$ cat src/rtl/router_pkg.sv
// Shared widths, state encoding and header framing for the router packet source.
package router_pkg;

    localparam int DATA_W = 8;
    localparam int ADDR_W = 2;
    localparam int LEN_W  = 6;

    // Destination port 3 does not exist on the router.
    localparam logic [ADDR_W-1:0] ADDR_INVALID = 2'b11;

    typedef enum logic [2:0] {
        IDLE,
        COLLECT,
        HEADER,
        PAYLOAD,
        PARITY,
        GAP
    } state_t;

    // The header byte carries the payload length above the destination address.
    function automatic logic [DATA_W-1:0] make_header(input logic [LEN_W-1:0]  len,
                                                      input logic [ADDR_W-1:0] addr);
        return {len, addr};
    endfunction

endpackage

$ cat src/rtl/router_pkt_buf.sv
// Payload store: one synchronous write port, one asynchronous read port.
// Contents are not reset; a packet always rewrites every byte it later reads.
module router_pkt_buf
    import router_pkg::*;
#(
    parameter int DEPTH = 64
) (
    input  logic              clk,
    input  logic              wr_en,
    input  logic [LEN_W-1:0]  wr_addr,
    input  logic [DATA_W-1:0] wr_data,
    input  logic [LEN_W-1:0]  rd_addr,
    output logic [DATA_W-1:0] rd_data
);

    logic [DATA_W-1:0] mem [DEPTH];

    // Capture a payload byte on each accepted write.
    always_ff @(posedge clk) begin
        if (wr_en) begin
            mem[wr_addr] <= wr_data;
        end
    end

    assign rd_data = mem[rd_addr];

endmodule

$ cat src/rtl/router_pkt_src.sv
// Packet source: buffers a full payload, then frames header, payload and
// parity onto the router input with no bubbles, honouring busy backpressure.
module router_pkt_src
    import router_pkg::*;
#(
    parameter int GAP_CYCLES = 2,
    parameter int MAX_LEN    = 63
) (
    input  logic              clk,
    input  logic              reset,
    input  logic              req_valid,
    output logic              req_ready,
    input  logic [ADDR_W-1:0] req_addr,
    input  logic [LEN_W-1:0]  req_len,
    input  logic              pl_valid,
    output logic              pl_ready,
    input  logic [DATA_W-1:0] pl_data,
    input  logic              busy,
    output logic              pkt_valid,
    output logic [DATA_W-1:0] pkt_data,
    output logic              src_active,
    output logic              tx_done,
    output logic              req_err
);

    // GAP lasts GAP_CYCLES cycles: the counter runs from GAP_CYCLES-1 down to 0.
    localparam logic [3:0] GAP_LOAD = (GAP_CYCLES > 0) ? 4'(GAP_CYCLES - 1) : 4'd0;

    state_t state, state_nxt;

    logic [ADDR_W-1:0] addr_q;
    logic [LEN_W-1:0]  len_q;
    logic [DATA_W-1:0] parity;
    logic [LEN_W-1:0]  wr_cnt;
    logic [LEN_W-1:0]  rd_idx;
    logic [3:0]        gap_cnt;

    logic              req_fire;
    logic              req_bad;
    logic              pl_fire;
    logic              pl_last;
    logic              consume;
    logic              rd_last;
    logic [LEN_W-1:0]  rd_addr;
    logic [DATA_W-1:0] rd_data;

    assign req_ready  = (state == IDLE);
    assign pl_ready   = (state == COLLECT);
    assign src_active = (state != IDLE);

    assign req_fire = req_valid && req_ready;
    assign req_bad  = (req_addr == ADDR_INVALID) || (req_len == '0);
    assign pl_fire  = pl_valid && pl_ready;
    assign pl_last  = pl_fire && (wr_cnt == len_q - 6'd1);
    assign consume  = !busy && ((state == HEADER) || (state == PAYLOAD) || (state == PARITY));
    assign rd_last  = (rd_idx == len_q - 6'd1);

    // The byte loaded while HEADER is on the wire is payload[0]; afterwards
    // the read port looks one ahead of the byte currently presented.
    assign rd_addr = (state == HEADER) ? '0 : rd_idx + 6'd1;

    router_pkt_buf #(
        .DEPTH(MAX_LEN + 1)
    ) u_buf (
        .clk     (clk),
        .wr_en   (pl_fire),
        .wr_addr (wr_cnt),
        .wr_data (pl_data),
        .rd_addr (rd_addr),
        .rd_data (rd_data)
    );

    // State register.
    always_ff @(posedge clk or posedge reset) begin
        if (reset) begin
            state <= IDLE;
        end else begin
            state <= state_nxt;
        end
    end

    // Next-state logic: advance on handshakes in the client phases and on
    // consume in the transmit phases.
    always_comb begin
        state_nxt = state;
        case (state)
            IDLE: begin
                if (req_fire && !req_bad) begin
                    state_nxt = COLLECT;
                end
            end
            COLLECT: begin
                if (pl_last) begin
                    state_nxt = HEADER;
                end
            end
            HEADER: begin
                if (consume) begin
                    state_nxt = PAYLOAD;
                end
            end
            PAYLOAD: begin
                if (consume && rd_last) begin
                    state_nxt = PARITY;
                end
            end
            PARITY: begin
                if (consume) begin
                    state_nxt = (GAP_CYCLES == 0) ? IDLE : GAP;
                end
            end
            GAP: begin
                if (gap_cnt == 4'd0) begin
                    state_nxt = IDLE;
                end
            end
            default: state_nxt = IDLE;
        endcase
    end

    // Datapath: request latch, parity accumulation, counters and the
    // registered router-facing outputs. Pulses default low every cycle.
    always_ff @(posedge clk or posedge reset) begin
        if (reset) begin
            addr_q    <= '0;
            len_q     <= '0;
            parity    <= '0;
            wr_cnt    <= '0;
            rd_idx    <= '0;
            gap_cnt   <= '0;
            pkt_valid <= 1'b0;
            pkt_data  <= '0;
            tx_done   <= 1'b0;
            req_err   <= 1'b0;
        end else begin
            tx_done <= 1'b0;
            req_err <= 1'b0;
            case (state)
                IDLE: begin
                    if (req_fire) begin
                        if (req_bad) begin
                            req_err <= 1'b1;
                        end else begin
                            addr_q <= req_addr;
                            len_q  <= req_len;
                            parity <= make_header(req_len, req_addr);
                            wr_cnt <= '0;
                        end
                    end
                end
                COLLECT: begin
                    if (pl_fire) begin
                        parity <= parity ^ pl_data;
                        wr_cnt <= wr_cnt + 6'd1;
                        if (pl_last) begin
                            pkt_valid <= 1'b1;
                            pkt_data  <= make_header(len_q, addr_q);
                            rd_idx    <= '0;
                        end
                    end
                end
                HEADER: begin
                    if (consume) begin
                        pkt_data <= rd_data;
                    end
                end
                PAYLOAD: begin
                    if (consume) begin
                        if (rd_last) begin
                            pkt_valid <= 1'b0;
                            pkt_data  <= parity;
                        end else begin
                            rd_idx   <= rd_idx + 6'd1;
                            pkt_data <= rd_data;
                        end
                    end
                end
                PARITY: begin
                    if (consume) begin
                        pkt_data <= '0;
                        tx_done  <= 1'b1;
                        gap_cnt  <= GAP_LOAD;
                    end
                end
                GAP: begin
                    if (gap_cnt != 4'd0) begin
                        gap_cnt <= gap_cnt - 4'd1;
                    end
                end
                default: ;
            endcase
        end
    end

endmodule

$ cat config.mk
export PLATFORM = sky130hd
export DESIGN_NAME = router_pkt_src
export DESIGN_NICKNAME = d
export VERILOG_FILES = /design/src/rtl/router_pkg.sv /design/src/rtl/router_pkt_buf.sv /design/src/rtl/router_pkt_src.sv
export SDC_FILE = /design/constraint.sdc
export NUM_CORES = 1
export LEC_CHECK = 0
export BUFFER_PORTS_ARGS = -buffer_cell sky130_fd_sc_hd__buf_2
export CORE_ASPECT_RATIO = 1.2
export CORE_MARGIN = 2
export CORE_UTILIZATION = 45
export DETAILED_ROUTE_END_ITERATION = 10
export SETUP_SLACK_MARGIN = 0.05
export SYNTH_ARGS = -nofsm -noshare
export SYNTH_HDL_FRONTEND = slang
export SYNTH_SLANG_ARGS = --single-unit
$ cat constraint.sdc
create_clock -name clk -period 3.1 [get_ports clk]
set_clock_uncertainty 0.1 [all_clocks]
set_input_delay 0.62 -clock clk [delete_from_list [all_inputs] [get_ports clk]]
set_output_delay 0.62 -clock clk [all_outputs]
set_load 0.02 [all_outputs]
# == After elaboration in Yosys (flattened, before gate mapping) ==
# Memory sizes are Yosys's and may differ from the RTL's.
# Index checks and enable logic that the tools add are counted.
# word_totals
mem_bits_rw,512
wordCells,109
latchBits,0
rom_bits,0
n_memories,1
input_bits,21
reg_bits,46
out_inout_bits,14
# mem_list
name,depth,word_bits,read_ports,rd_ports_with_merged_regs,write_ports,line_no,source
u_buf.mem,64,8,1,0,1,router_pkt_buf.sv:16,logic [DATA_W-1:0] mem [DEPTH];
# classes
n_reduce_logical,27
n_mux,43
shifts,0
n_eq_ne,21
n_mul,0
div,0
n_lt_le_gt_ge,0
addsub,4
bitwise,2
# ops
op,n
2-to-1 mux 8 bit,9
2-to-1 mux 6 bit,8
one-hot mux 8 bit (4 select lines),1
one-hot mux 6 bit (2 select lines),2
2-to-1 mux 3 bit,6
one-hot mux 3 bit (6 select lines),1
inequality test 2 bit (second input constant),8
one-hot mux 8 bit (2 select lines),1
adder 6 x 1 -> 6 bit (second input constant),2
== test 6 bit,2
AND reduction 6 bit,2
2-to-1 mux 1 bit,11
inequality test 2 x 1 -> 1 bit (second input constant),5
AND reduction 5 bit,2
2-to-1 mux 4 bit,2
one-hot mux 4 bit (2 select lines),1
nonzero test 4 bit,2
bitwise XOR 8 bit,1
== test 3 x 2 -> 1 bit (second input constant),2
== test 3 bit (second input constant),2
logical AND 1 bit,6
logical NOT 6 bit,1
AND reduction 3 bit,2
nonzero test 2 bit,3
12 further kinds,15

# == Logic depth before layout (Yosys ltp) ==
# logic_depth
word_depth,7
ltp_mapped,13
depth_no_buf,10

# == Cells and area by module ==
# A second synthesis with hierarchy kept.
# hier_totals
hier_cells,1252
area_unflattened_um2,22853.2
# modules_own_cells
module,cells_each,n_inst,area_per_inst_um2,seq_area_each_um2
router_pkt_buf,932,1,20006.7,15374.7
router_pkt_src,320,1,2846.5,1151.1

# == Worst setup path before layout ==
# No wires, ideal clock.
# synth_timing
path_type,reg2reg
start,register rd_idx[1]
end,register pkt_data[2]
t_required_ns,2.874
arrival_time_ns,2.395
stages_incl_launch_ff,11
slack_ns,0.479
synth_period_minus_slack_ns,2.621
setup_time_ns,0.126
n_path_buf,1
path_cell_list,dfrtp_1 ha_1 xnor2_1 nor2_4 buf_4 mux4_2 mux2_2 a21oi_1 o21ai_0 a31oi_1 o22ai_1
# synth_between
elab_chain_len,6
word_cells_on_any_way,8
cone_classes,add/sub (1); eq/ne (1); mux (5); memory (1)
# synth_lines
element,line_no,source
start: declaration,router_pkt_src.sv:35,logic [LEN_W-1:0] rd_idx;
start signal: assignment,router_pkt_src.sv:173,rd_idx <= rd_idx + 6'd1;
adder 6 x 1 -> 6 bit,router_pkt_src.sv:60,assign rd_addr = (state == HEADER) ? '0 : rd_idx + 6'd1;
2-to-1 mux 6 bit,router_pkt_src.sv:60,
memory (64 x 8 bit),--,
2-to-1 mux 8 bit,router_pkt_src.sv:169,if (rd_last) begin
2-to-1 mux 8 bit,router_pkt_src.sv:168,if (consume) begin
one-hot mux 8 bit (4 select lines) *,router_pkt_src.sv:138,case (state)
end signal: assignment,router_pkt_src.sv:164,pkt_data <= rd_data;
end signal: assignment,router_pkt_src.sv:171,pkt_data <= parity;
end signal: assignment,router_pkt_src.sv:174,pkt_data <= rd_data;
end: declaration,router_pkt_src.sv:20,"output logic [DATA_W-1:0] pkt_data,"
# Mark *: on every way between the ends. The rest lies on a longest branch, timed or not. The select of a mux whose other input is x is not followed.
# A chain may end at the register's enable or synchronous reset.

# == Worst setup path after layout ==
# layout_timing
start,register rd_idx[0]
end,register pkt_data[2]
# The elaborated chain is that of the path after synthesis.

==> flow_metrics.env <==
export IMPL_initial_core_util_pct=45.5
export IMPL_via_per_inst=5.92
export IMPL_detail_route_antenna_nets=0
export IMPL_drc=0
export IMPL_clkSinkCount=558
export IMPL_drv_slew=0
export IMPL_ys_seq_area_share_pct=70.7
export IMPL_worstSetupPathType="register to register"
export IMPL_grt_setup_unrepaired="yes"
export IMPL_routed_wirelength_mm=69.9
export IMPL_wl_per_cell_um=27.1
export IMPL_min_period_ns=3.00
export IMPL_status="finished, final reports clean"
export IMPL_final_common_cell="edfxtp_1"
export IMPL_synth_top_cells_by_area="edfxtp_1, dfrtp_1, mux2i_1"
export IMPL_nNetsFinal=1863
export IMPL_cp_arrival_ns=3.38
export IMPL_async_reset_ff_share_pct=8.24
export IMPL_die_y_um=254
export IMPL_htreeDepth=2
export IMPL_pre_cts_slack_ns=-0.114
export IMPL_chipWidth_um=212
export IMPL_end_kind="register"
export IMPL_maxCapViolCount=0
export IMPL_slew_headroom_pct=28.6
export IMPL_avgSynthCellArea_um2=14.1
export IMPL_critPathLaunchType="register"
export IMPL_yosysWarnings=0
export IMPL_grt_usage_pct=26.2
export IMPL_grt_overflow_total=0
export IMPL_route_vias_total=15300
export IMPL_place_gp_congestion=0.944
export IMPL_fp_coreArea_um2=51400
export IMPL_firstDrtPassIters=6
export IMPL_antenna_found_initial=2
export IMPL_cts_tree="yes"
export IMPL_p_switching_mw=7.38
export IMPL_path_max_fanout=10
export IMPL_synth_cells=1657
export IMPL_ys_ff_latch=558
export IMPL_io_buffers=34
export IMPL_clkPwrFrac_pct=29.7
export IMPL_synth_top_area_cell="edfxtp_1"
export IMPL_grt_pass1_wl_mm=101
export IMPL_numCtsBuffers=54
export IMPL_num_io_pins=35
export IMPL_crit_required_ns=3.48
export IMPL_synth_edf_count=512
export IMPL_p_total_mw=22.1
export IMPL_pwr_share_comb_pct=30.1
export IMPL_worstMarginPinSlew_ns=1.07
export IMPL_swShare_pct=33.5
export IMPL_num_rows=91
export IMPL_setup_slack_ns=0.0964
export IMPL_insertion_delay_ns=0.63
export IMPL_hold_viol=0
export IMPL_setup_viol=0
export IMPL_fp_dieArea_um2=53800
export IMPL_grt_max_degree=57
export IMPL_clk_pin_slew_ns=0.06
export IMPL_max_freq_ghz=0.333
export IMPL_pwr_share_seq_pct=40.2
export IMPL_cts_root_buf="clkbuf_16"
export IMPL_drt_initial_drc_count=1775
export IMPL_syn_area_um2=23400
export IMPL_synth_flop_cell="edfxtp_1"
export IMPL_syn2layout_area_growth_pct=17.3
export IMPL_synth_net_count=1682
export IMPL_dp_hpwl_mm=47.1
export IMPL_ir_drop_mv=0.479
export IMPL_grt_pass1_vias=15000
export IMPL_power_density_nw_per_um2=804
export IMPL_yosys_cell_types_count=71
export IMPL_leakage_nw=9.26
export IMPL_hold_class="primary input to register"
export IMPL_holdWs_ns=0.126
export IMPL_internal_power_mw=14.7
export IMPL_final_cell_mix="edfxtp_1, nand2_1, buf_4"
export IMPL_drive_above_1_share_pct=20.4
export IMPL_post_route_period_util_pct=96.9
export IMPL_synth_top_area_share_pct=65.7
export IMPL_antenna_cells=0
export IMPL_clock_path_buffers=3
-- final timing paths --
path	depth (start not counted)	to	from	slack, ns
worst min-delay path	3	req_err	req_valid	0.13
max in group asynchronous	4	rd_idx[0]	reset	1.86
worst max register to register	9	pkt_data[2]	rd_idx[0]	0.1
worst max-delay path	9	pkt_data[2]	rd_idx[0]	0.1
worst min register to register	2	pkt_valid	pkt_valid	0.45
min in group asynchronous	3	parity[2]	reset	0.41
-- layer usage --
layer	vias up	track usage (%)	part of all wire, %
li1	6757	-	-
met1	7699	33.2	39
met2	665	44.4	50
met3	151	3.86	6.6
met4	4	12.3	4.9
met5	-	0	0.034
-- power by group through the flow --
stage          logic [mW]  registers [mW]  clock network, mW
2_1_floorplan        3.90            8.89                  0
3_3_place_gp         6.37            9.01                  0
3_5_place_dp         6.42            9.01                  0
4_1_cts              6.48            8.85               6.65
5_1_grt              7.09            8.89               6.92
6_report             6.63            8.87               6.56
-- stage by stage --
stage	TNS [ns]	util (%)	cell area (um^2)	std cells
after floorplan	0	-	23400	1657
after global placement	-0.142	49.8	25600	2477
after detailed placement	-0.156	49.8	25600	2477
after CTS	0	53.3	27400	2579
after global routing	0	53.4	27400	2580
final	0	53.4	27400	2580
-- cells by family (layout without fill, tap and decap cells) --
group	Yosys count	after routing	synth area share, %
AOI/OAI and AO/OA	371	371	10.2
xor gates and xnor gates	23	23	0.920
adders and majority gates	5	5	0.257
buffers and inverters	123	349	2.58
DFF	558	558	70.7
muxes	134	134	6.88
and+or+nand+nor	443	443	8.51
-- state kept, by name, summed over array words and instances, names as in the netlist --
| register | flops |
|---|---|
| pkt_valid | 1 |
| gap_cnt | 4 |
| len_q | 6 |
| tx_done | 1 |
| req_err | 1 |
| rd_idx | 6 |
| state | 3 |
| addr_q | 2 |
| u_buf.mem | 512 |
| parity | 8 |
| wr_cnt | 6 |
| pkt_data | 8 |
-- Yosys cell counts (5+ instances only) --
cell and number:
edfxtp_1 512, nand2_1 189, a21oi_1 110, nor2_1 105, mux2i_1 84, o21ai_0 67, dfrtp_1 46, buf_2 45
clkbuf_1 40, nand3_1 40, nor3_1 36, a31oi_1 32, a22oi_1 31, mux2_2 31, a221oi_1 18, inv_1 18
mux4_2 18, o221ai_1 16, a211oi_1 15, nand2b_1 15, o22ai_1 14, xnor2_1 14, buf_4 11, nand4_1 9
nor4_1 9, o21bai_1 8, xor2_1 8, a22o_1 7, and3_1 6, buf_6 6, a2111oi_0 5, nor2b_1 5
o211ai_1 5, o21ai_1 5, o31ai_1 5
-- critical path: stages, from the launching register on --
cell and delay [ns]:
dfrtp_4 0.49, buf_4 0.20, inv_1 0.23, buf_4 0.31
mux4_2 0.57, mux2_2 0.32, a21oi_1 0.16, o21ai_0 0.13
a31oi_2 0.24, o22ai_1 0.10
-- cell type report --
type,instances,area (um^2)
inverter,18,67.6
timing repair buffer,230,1850
clock buffer,66,1440
fill,4234,23900
multi-input combinational,976,6360
tap,697,872
sequential,558,16500
clock inverter,35,319
-- timing repair --
action / CTS / global route
hold endpoints to repair: 13 / 0
hold buffers: 1 / 0
setup endpoints to repair: 6 / 43
pin swaps: 1 / 1
resized for setup: 9 / 13
buffers inserted: 0 / 0
gates cloned: 0 / 1
No activity file was read; power rests on OpenSTA's default activity.
